===== config.mk =====
export PLATFORM = sky130hd
export DESIGN_NAME = cordic_cos_accumulate
export DESIGN_NICKNAME = d
export VERILOG_FILES = /design/src/rtl/cordic_cos_accumulate.sv
export SDC_FILE = /design/constraint.sdc
export NUM_CORES = 2
export LEC_CHECK = 0
export ABC_AREA = 1
export BUFFER_PORTS_ARGS = -buffer_cell sky130_fd_sc_hd__buf_2
export CELL_PAD_IN_SITES_DETAIL_PLACEMENT = 0
export CELL_PAD_IN_SITES_GLOBAL_PLACEMENT = 1
export CORE_ASPECT_RATIO = 0.5
export CORE_MARGIN = 10
export CORE_UTILIZATION = 31
export DETAILED_ROUTE_END_ITERATION = 8
export GPL_TIMING_DRIVEN = 0
export MAX_ROUTING_LAYER = met4
export PLACE_DENSITY = 0.56
export RECOVER_POWER = 25
export SYNTH_ARGS = -nofsm -noshare
export SYNTH_HDL_FRONTEND = slang
export SYNTH_SLANG_ARGS = --single-unit

===== constraint.sdc =====
create_clock -name clk -period 12.85 [get_ports clk]
set_input_delay 0 -clock clk [delete_from_list [all_inputs] [get_ports clk]]
set_output_delay 0 -clock clk [all_outputs]
set_load 0.005 [all_outputs]

===== src/rtl/cordic_cos_accumulate.sv =====
// Streaming accumulator: result = sum_init + sum of cos(x[i]), IEEE-754 single.
// Optional sticky error flag on port err when CORDIC_ACC_ERR_EN is defined.
module cca_cordic_cos (
  input  logic        clk,
  input  logic        rst_n,
  input  logic        start,
  input  logic [31:0] x,
  output logic        done,
  output logic [31:0] y
);
  localparam logic signed [31:0] K_INIT  = 32'sd326016437;
  localparam logic signed [31:0] HALF_PI = 32'sd843314857;
  localparam logic signed [31:0] PI      = 32'sd1686629713;

  logic run_q, run_d, neg_q, neg_d, done_q, done_d;
  logic [4:0] it_q, it_d;
  logic signed [31:0] cx_q, cx_d, cy_q, cy_d, cz_q, cz_d, mag;
  logic [31:0] y_q, y_d;
  logic [7:0] ex;
  logic unused_sign;

  assign unused_sign = x[31];
  assign ex = x[30:23];

  function automatic logic signed [31:0] atan_f(input logic [4:0] i);
    case (i)
      5'd0:    return 32'sd421657428;
      5'd1:    return 32'sd248918915;
      5'd2:    return 32'sd131521918;
      5'd3:    return 32'sd66762579;
      5'd4:    return 32'sd33510844;
      5'd5:    return 32'sd16771758;
      5'd6:    return 32'sd8387925;
      5'd7:    return 32'sd4194219;
      default: return 32'sd1 <<< (5'd29 - i);
    endcase
  endfunction

  // Q3.29 fixed point back to single precision
  function automatic logic [31:0] to_f(input logic ng,
                                       input logic signed [31:0] v);
    logic [31:0] m;
    logic [4:0]  p;
    m = v[31] ? 32'(-v) : 32'(v);
    p = 5'd0;
    for (int i = 0; i < 32; i++) if (m[i]) p = 5'(i);
    if (m == 32'd0) return 32'd0;
    return {ng ^ v[31], 8'(8'd98 + 8'(p)),
            23'((m << (5'd31 - p)) >> 8)};
  endfunction

  always_comb begin
    run_d  = run_q;
    neg_d  = neg_q;
    it_d   = it_q;
    cx_d   = cx_q;
    cy_d   = cy_q;
    cz_d   = cz_q;
    y_d    = y_q;
    done_d = 1'b0;
    if (ex > 8'd128)
      mag = PI;
    else if (ex >= 8'd121)
      mag = $signed(32'({1'b1, x[22:0]}) << (ex - 8'd121));
    else
      mag = $signed(32'({1'b1, x[22:0]}) >> (8'd121 - ex));
    if (start) begin
      // cos rounds to exactly 1.0 for |x| < 2^-12
      if (ex < 8'd115) begin
        y_d    = 32'h3F80_0000;
        done_d = 1'b1;
      end else begin
        run_d = 1'b1;
        it_d  = 5'd0;
        cx_d  = K_INIT;
        cy_d  = 32'sd0;
        neg_d = mag > HALF_PI;
        cz_d  = (mag > HALF_PI) ? PI - mag : mag;
      end
    end else if (run_q) begin
      if (cz_q[31]) begin
        cx_d = cx_q + (cy_q >>> it_q);
        cy_d = cy_q - (cx_q >>> it_q);
        cz_d = cz_q + atan_f(it_q);
      end else begin
        cx_d = cx_q - (cy_q >>> it_q);
        cy_d = cy_q + (cx_q >>> it_q);
        cz_d = cz_q - atan_f(it_q);
      end
      it_d = it_q + 5'd1;
      if (it_q == 5'd23) begin
        run_d  = 1'b0;
        done_d = 1'b1;
        y_d    = to_f(neg_q, cx_d);
      end
    end
  end

  always_ff @(posedge clk or negedge rst_n) begin
    if (!rst_n) begin
      run_q  <= 1'b0;
      neg_q  <= 1'b0;
      done_q <= 1'b0;
      it_q   <= '0;
      cx_q   <= '0;
      cy_q   <= '0;
      cz_q   <= '0;
      y_q    <= '0;
    end else begin
      run_q  <= run_d;
      neg_q  <= neg_d;
      done_q <= done_d;
      it_q   <= it_d;
      cx_q   <= cx_d;
      cy_q   <= cy_d;
      cz_q   <= cz_d;
      y_q    <= y_d;
    end
  end

  assign done = done_q;
  assign y    = y_q;
endmodule

module cca_fp_add (
  input  logic        clk,
  input  logic        rst_n,
  input  logic        en,
  input  logic [31:0] a,
  input  logic [31:0] b,
  output logic        done,
  output logic [31:0] sum
);
  logic        done_q;
  logic [31:0] sum_q, res, big, sml;
  logic [26:0] bx, sx, lost;
  logic [27:0] s;
  logic [7:0]  d;
  logic [4:0]  lz;
  logic signed [9:0] e;
  logic [24:0] m;
  logic        rnd;

  always_comb begin
    big = a;
    sml = b;
    if (b[30:0] > a[30:0]) begin
      big = b;
      sml = a;
    end
    bx = '0; sx = '0; lost = '0; s = '0; d = '0;
    lz = '0; e = '0; m = '0; rnd = 1'b0; res = '0;
    if (a[30:23] == 8'hFF) res = a;
    else if (b[30:23] == 8'hFF) res = b;
    else begin
      if (big[30:23] != 8'd0) bx = {1'b1, big[22:0], 3'b000};
      if (sml[30:23] != 8'd0) sx = {1'b1, sml[22:0], 3'b000};
      d = big[30:23] - sml[30:23];
      if (d > 8'd26) sx = {26'd0, |sx};
      else begin
        lost = sx & ~({27{1'b1}} << d);
        sx   = (sx >> d) | {26'd0, |lost};
      end
      if (big[31] == sml[31]) s = {1'b0, bx} + {1'b0, sx};
      else s = {1'b0, bx} - {1'b0, sx};
      e = $signed({2'b00, big[30:23]});
      if (s[27]) begin
        s = {1'b0, s[27:2], s[1] | s[0]};
        e = e + 10'sd1;
      end else begin
        for (int i = 0; i < 27; i++) if (s[i]) lz = 5'(26 - i);
        s = s << lz;
        e = e - $signed({5'd0, lz});
      end
      rnd = s[2] & (s[3] | s[1] | s[0]);
      m = {1'b0, s[26:3]} + 25'(rnd);
      if (m[24]) begin
        m = m >> 1;
        e = e + 10'sd1;
      end
      if (s == '0 || e <= 10'sd0) res = '0;
      else if (e >= 10'sd255) res = {big[31], 8'hFF, 23'd0};
      else res = {big[31], 8'(e), 23'(m)};
    end
  end

  always_ff @(posedge clk or negedge rst_n) begin
    if (!rst_n) begin
      done_q <= 1'b0;
      sum_q  <= '0;
    end else begin
      done_q <= en;
      if (en) sum_q <= res;
    end
  end

  assign done = done_q;
  assign sum  = sum_q;
endmodule

module cordic_cos_accumulate #(
  parameter int WIDTH     = 32,
  parameter int DEPTH     = 4,
  parameter int CNT_W     = 8,
  parameter int FLUSH_CYC = 64
) (
  input  logic             clk,
  input  logic             reset_n,
  input  logic             start,
  input  logic [WIDTH-1:0] sum_init,
  input  logic [CNT_W-1:0] count,
  input  logic             in_valid,
  input  logic [WIDTH-1:0] in_data,
  output logic             in_ready,
  output logic             busy,
  output logic [WIDTH-1:0] result,
  output logic             done
`ifdef CORDIC_ACC_ERR_EN
  ,output logic            err
`endif
);
  localparam int AW = $clog2(DEPTH);
  localparam int FW = $clog2(FLUSH_CYC) + 1;

  typedef enum logic [2:0] {
    S_FLUSH, S_IDLE, S_FETCH, S_COS_WAIT,
    S_ADD, S_ADD_WAIT, S_DONE
  } state_t;

  state_t state_q, state_d;
  logic [FW-1:0]    flush_q, flush_d;
  logic [WIDTH-1:0] acc_q, acc_d, term_q, term_d;
  logic [WIDTH-1:0] result_q, result_d;
  logic [CNT_W-1:0] rem_q, rem_d, cnt_q, cnt_d;
  logic [CNT_W-1:0] accd_q, accd_d;
  logic             done_q, done_d;
  logic [WIDTH-1:0] mem_q [DEPTH];
  logic [AW-1:0]    wp_q, wp_d, rp_q, rp_d;
  logic [AW:0]      occ_q, occ_d;
  logic             fifo_full, fifo_empty, push, pop;
  logic             cos_done, add_done;
  logic [31:0]      cos_y, add_sum;

  assign busy       = state_q != S_IDLE;
  assign fifo_full  = occ_q == (AW+1)'(DEPTH);
  assign fifo_empty = occ_q == '0;
  assign in_ready   = busy && state_q != S_FLUSH
                      && !fifo_full && accd_q < cnt_q;
  assign push       = in_valid && in_ready;
  assign pop        = state_q == S_FETCH && !fifo_empty;

  cca_cordic_cos u_cos (
    .clk   (clk),
    .rst_n (reset_n),
    .start (pop),
    .x     (mem_q[rp_q]),
    .done  (cos_done),
    .y     (cos_y)
  );

  cca_fp_add u_add (
    .clk   (clk),
    .rst_n (reset_n),
    .en    (state_q == S_ADD),
    .a     (acc_q),
    .b     (term_q),
    .done  (add_done),
    .sum   (add_sum)
  );

  always_comb begin
    state_d  = state_q;
    flush_d  = flush_q;
    acc_d    = acc_q;
    term_d   = term_q;
    result_d = result_q;
    rem_d    = rem_q;
    cnt_d    = cnt_q;
    accd_d   = accd_q;
    done_d   = 1'b0;
    wp_d     = wp_q;
    rp_d     = rp_q;
    occ_d    = occ_q;
    if (push) begin
      wp_d   = wp_q + 1'b1;
      accd_d = accd_q + 1'b1;
    end
    if (pop) rp_d = rp_q + 1'b1;
    case ({push, pop})
      2'b10:   occ_d = occ_q + 1'b1;
      2'b01:   occ_d = occ_q - 1'b1;
      default: occ_d = occ_q;
    endcase
    case (state_q)
      S_FLUSH: begin
        if (flush_q == FW'(FLUSH_CYC - 1)) begin
          state_d = S_IDLE;
          flush_d = '0;
        end else flush_d = flush_q + 1'b1;
      end
      S_IDLE: begin
        if (start) begin
          acc_d   = sum_init;
          rem_d   = count;
          cnt_d   = count;
          accd_d  = '0;
          state_d = (count == '0) ? S_DONE : S_FETCH;
        end
      end
      S_FETCH: if (!fifo_empty) state_d = S_COS_WAIT;
      S_COS_WAIT: begin
        if (cos_done) begin
          term_d  = cos_y;
          state_d = S_ADD;
        end
      end
      S_ADD: state_d = S_ADD_WAIT;
      S_ADD_WAIT: begin
        if (add_done) begin
          acc_d   = add_sum;
          rem_d   = rem_q - 1'b1;
          state_d = (rem_q == CNT_W'(1)) ? S_DONE : S_FETCH;
        end
      end
      S_DONE: begin
        result_d = acc_q;
        done_d   = 1'b1;
        state_d  = S_IDLE;
      end
      default: state_d = S_FLUSH;
    endcase
  end

  always_ff @(posedge clk or negedge reset_n) begin
    if (!reset_n) begin
      state_q  <= S_FLUSH;
      flush_q  <= '0;
      acc_q    <= '0;
      term_q   <= '0;
      result_q <= '0;
      rem_q    <= '0;
      cnt_q    <= '0;
      accd_q   <= '0;
      done_q   <= 1'b0;
      wp_q     <= '0;
      rp_q     <= '0;
      occ_q    <= '0;
    end else begin
      state_q  <= state_d;
      flush_q  <= flush_d;
      acc_q    <= acc_d;
      term_q   <= term_d;
      result_q <= result_d;
      rem_q    <= rem_d;
      cnt_q    <= cnt_d;
      accd_q   <= accd_d;
      done_q   <= done_d;
      wp_q     <= wp_d;
      rp_q     <= rp_d;
      occ_q    <= occ_d;
    end
  end

  always_ff @(posedge clk) begin
    if (push) mem_q[wp_q] <= in_data;
  end

  assign result = result_q;
  assign done   = done_q;

`ifdef CORDIC_ACC_ERR_EN
  logic err_q, err_d;

  always_comb begin
    err_d = err_q;
    if (state_q == S_IDLE && start) err_d = 1'b0;
    if (push && in_data[30:23] == 8'hFF && in_data[22:0] != '0)
      err_d = 1'b1;
    if (state_q == S_ADD_WAIT && add_done && add_sum[30:23] == 8'hFF)
      err_d = 1'b1;
  end

  always_ff @(posedge clk or negedge reset_n) begin
    if (!reset_n) err_q <= 1'b0;
    else err_q <= err_d;
  end

  assign err = err_q;
`endif
endmodule


==> flow_metrics.py <==
metrics = {
    "drt": {
        "ant_nets": 0,
        "wire_per_inst_um": 22.0,
        "vias": 47000,
        "drt-pass1-iter-count": 6,
        "drc": 0,
        "drt_iter0_markers": 4090,
        "wl_um": 193000,
        "post_drt_via_cell_ratio": 5.34,
    },
    "global_routing": {
        "grt_pass1_wl_um": 289000,
        "antenna_found_initial": 1,
        "overflow": 0,
        "grt_max_degree": 113,
        "grt_pass1_vias": 45400,
        "track_usage_pct": 24.9,
    },
    "placement": {
        "place_area_um2": 45700,
        "place_congestion": 0.947,
        "hpwl_um": 156000,
        "dpl.cell_count": 8589,
        "port_buffers": 109,
    },
    "synth": {
        "async_flop_share_pct": 71.2,
        "synthesis.nets": 6933,
        "synth_top_area_cell": "dfrtp_1",
        "yosysUniqueCellTypes": 73,
        "synthFlopType": "dfrtp_1",
        "ys_ff_latch": 431,
        "seq_area_frac_synth_pct": 26.8,
        "synth.avg_cell_area_um2": 6.40,
        "synth_edf_count": 124,
        "syn-instance-count": 6659,
        "synth-warning-count": 0,
        "synthesis.area_um2": 42600,
        "ys_top_cells_by_area": "dfrtp_1 18%, nand2_1 15%, edfxtp_1 8.7%, o21ai_0 7.7%, inv_1 6.6%",
        "yosysTopAreaCellShare_pct": 18.0,
    },
    "sta": {
        "worst_hold_slack_ps": 158,
        "fmax_mhz": 82.8,
        "setup_violations": 0,
        "hold_violations": 0,
        "final.period_utilization_pct": 94.0,
        "fin_skew_ps": 35.5,
        "finalMaxSlewViolations": 198,
        "finalSetupTns_ps": 0,
        "period_minus_slack_ps": 12080,
        "max-slew-margin-rel_pct": -217,
        "worst_slew_pin_slew_ps": 4760,
    },
    "power_and_ir_drop": {
        "powerDensity_nw_per_um2": 106,
        "p_int_w": 0.00291,
        "p_leak_nw": 23.8,
        "switchingPower_w": 0.00227,
        "pwr-share-clk_pct": 28.8,
        "swShare_pct": 43.9,
        "p_comb_share_pct": 43.6,
        "peakVddDrop_v": 0.0000940,
        "seq_power_share_pct": 27.6,
    },
    "clock_network": {
        "path_clk_slew_ps": 70,
        "tritoncts": "yes",
        "cts.sinks": 431,
        "h-tree-depth": 2,
        "numCtsBuffers": 47,
        "cts_buffer_depth": 3,
        "cts-root-buf": "clkbuf_16",
        "clk_latency_ps": 660,
    },
    "layout": {
        "final_cell_area_um2": 48800,
        "areaGrowthSynthToFinish_pct": 14.5,
        "nNetsFinal": 7214,
        "utilization_pct": 35.7,
        "stdcell_count": 8792,
        "drive_above_1_share_pct": 7.29,
    },
    "worst_setup_path": {
        "cp-start-kind": "flop",
        "crit_type": "reg2reg",
        "worst_ep_required_time_ps": 13370,
        "cpMostUsedCell": "nand2_1",
        "cpMaxStageDelayCell": "dfrtp_2",
        "cp_max_fo": 10,
        "slowest_delay_ps": 430,
        "critPathArrivalTime_ps": 12600,
        "end_kind": "flop",
    },
    "run": {
        "max_cap_viol_count": 3,
    },
    "outcome": {
        "status": "complete, but fails checks",
        "failed_checks": "max-capacitance violations, max-slew violations",
    },
    "floorplan": {
        "ios": 111,
        "start_util_pct": 31.1,
        "die_w_um": 544,
        "core_um2": 137000,
        "dieHeight_um": 282,
        "die_area_um2": 154000,
        "rows": 96,
    },
    "hold_path": {
        "hp-class": "in2reg",
    },
}
## worst max-delay path, delay by kind of cell, from the launching register on
kind	cells	cell delay, ps
buffers and inverters	14	1620
AO/OA/AOI/OAI	13	2030
XOR/XNOR	5	1130
flip-flops	1	430
adder cells (fa/ha/maj)	5	1370
AND/OR/NAND/NOR	46	5370
## path summary, 6_finish.rpt
kind | start | slack (ps) | depth (start not counted) | to
max in group asynchronous | reset_n | 7380 | 4 | term_q[14]
setup reg to reg | acc_q[28] | 770 | 83 | u_add.sum[1]
setup / recovery | acc_q[28] | 770 | 83 | u_add.sum[1]
min in group asynchronous | reset_n | 1890 | 4 | result[16]
hold reg to reg | u_add.sum[10] | 480 | 2 | u_add.sum[10]
hold / removal | in_data[7] | 160 | 2 | mem_q[3][7]
## synth_stat cells (61+ instances only)
cell,number
dfrtp_1,307
nor3_1,92
mux2i_1,65
o21ai_0,659
xnor2_1,64
nand4_1,61
nor2_1,628
xor2_1,191
o22ai_1,65
clkbuf_1,228
nand2_1,1720
ha_1,192
edfxtp_1,124
a21oi_1,334
a31oi_1,84
nand3_1,554
inv_1,747
## sequential cells by signal, summed over array words and instances (netlist names), 3 cells and up
signal,flops
mem_q,124
acc_q,32
result,32
term_q,32
u_add.sum,32
u_cos.cx_q,32
u_cos.cy_q,32
u_cos.cz_q,32
u_cos.y,32
accd_q,8
cnt_q,8
rem_q,8
flush_q,7
u_cos.it_q,5
occ_q,3
state_q,3
## final cells by class
cell class	count	area, um^2
Antenna cell	1	2.50
Buffer	309	1360
Clock buffer	60	1330
Clock inverter	27	288
Fill cell	15000	88000
Inverter	787	2980
Multi-Input combinational cell	5132	27400
Sequential cell	431	11400
Tap cell	1813	2270
Timing Repair Buffer	232	1700
## stage by stage
| step | total power, W | setup WS [ps] |
|---|---|---|
| 2_1_floorplan | 0.00285 | 2540 |
| 3_3_place_gp | 0.00357 | -2200 |
| 3_5_place_dp | 0.00356 | -2170 |
| 4_1_cts | 0.00513 | -12.7 |
| 5_1_grt | 0.00549 | -98.5 |
| 6_report | 0.00518 | 770 |
## placed cells by master (no fill, tap or decap), types with 41 or more instances in the layout
cell type,count
nand2_1,1707
ha_1,187
dlygate4sd3_1,80
o21ai_0,652
mux2i_1,65
buf_2,100
nand4_1,61
o22ai_1,64
clkbuf_1,246
clkbuf_16,47
a21oi_1,328
xor2_1,185
nor3_1,90
a31oi_1,79
nor2_1,610
or2_2,42
dfrtp_1,296
edfxtp_1,124
inv_1,732
buf_4,43
xnor2_1,63
o211ai_1,41
nand3_1,551
## layer usage
| layer | track usage (%) | part of all wire (%) |
|---|---|---|
| met2 | 41.1 | 46 |
| met3 | 2.23 | 4.6 |
| met4 | 4.56 | 1.9 |
| met1 | 33.7 | 48 |
| met5 | - | 0 |
## power by group through the flow
stage | clock (W) | sequential (W) | combinational (W)
floorplan | 0 | 0.00145 | 0.00140
global placement | 0 | 0.00146 | 0.00212
detailed placement | 0 | 0.00146 | 0.00211
CTS | 0.00153 | 0.00143 | 0.00217
global route | 0.00158 | 0.00143 | 0.00248
finish | 0.00149 | 0.00143 | 0.00226
## what timing repair did
action / in CTS / in global routing
buffers inserted: 10 / 24
resized for setup: 62 / 125
pin swaps: 10 / 24
hold buffers: 81 / 0
endpoints found under the hold margin: 376 / 0
endpoints found under the setup margin: 32 / 32
## cells by family after synthesis
logic type               count (synthesis)  synth area share [%]
adder cells (fa/ha/maj)                198                  5.92
multiplexers                            70                  1.66
buffers and inverters                 1096                  9.96
AO/OA/AOI/OAI                         1420                  19.0
flip-flops                             431                  26.8
AND/OR/NAND/NOR                       3187                  31.3
XOR/XNOR                               257                  5.32
(Power assumes the default switching activity.)
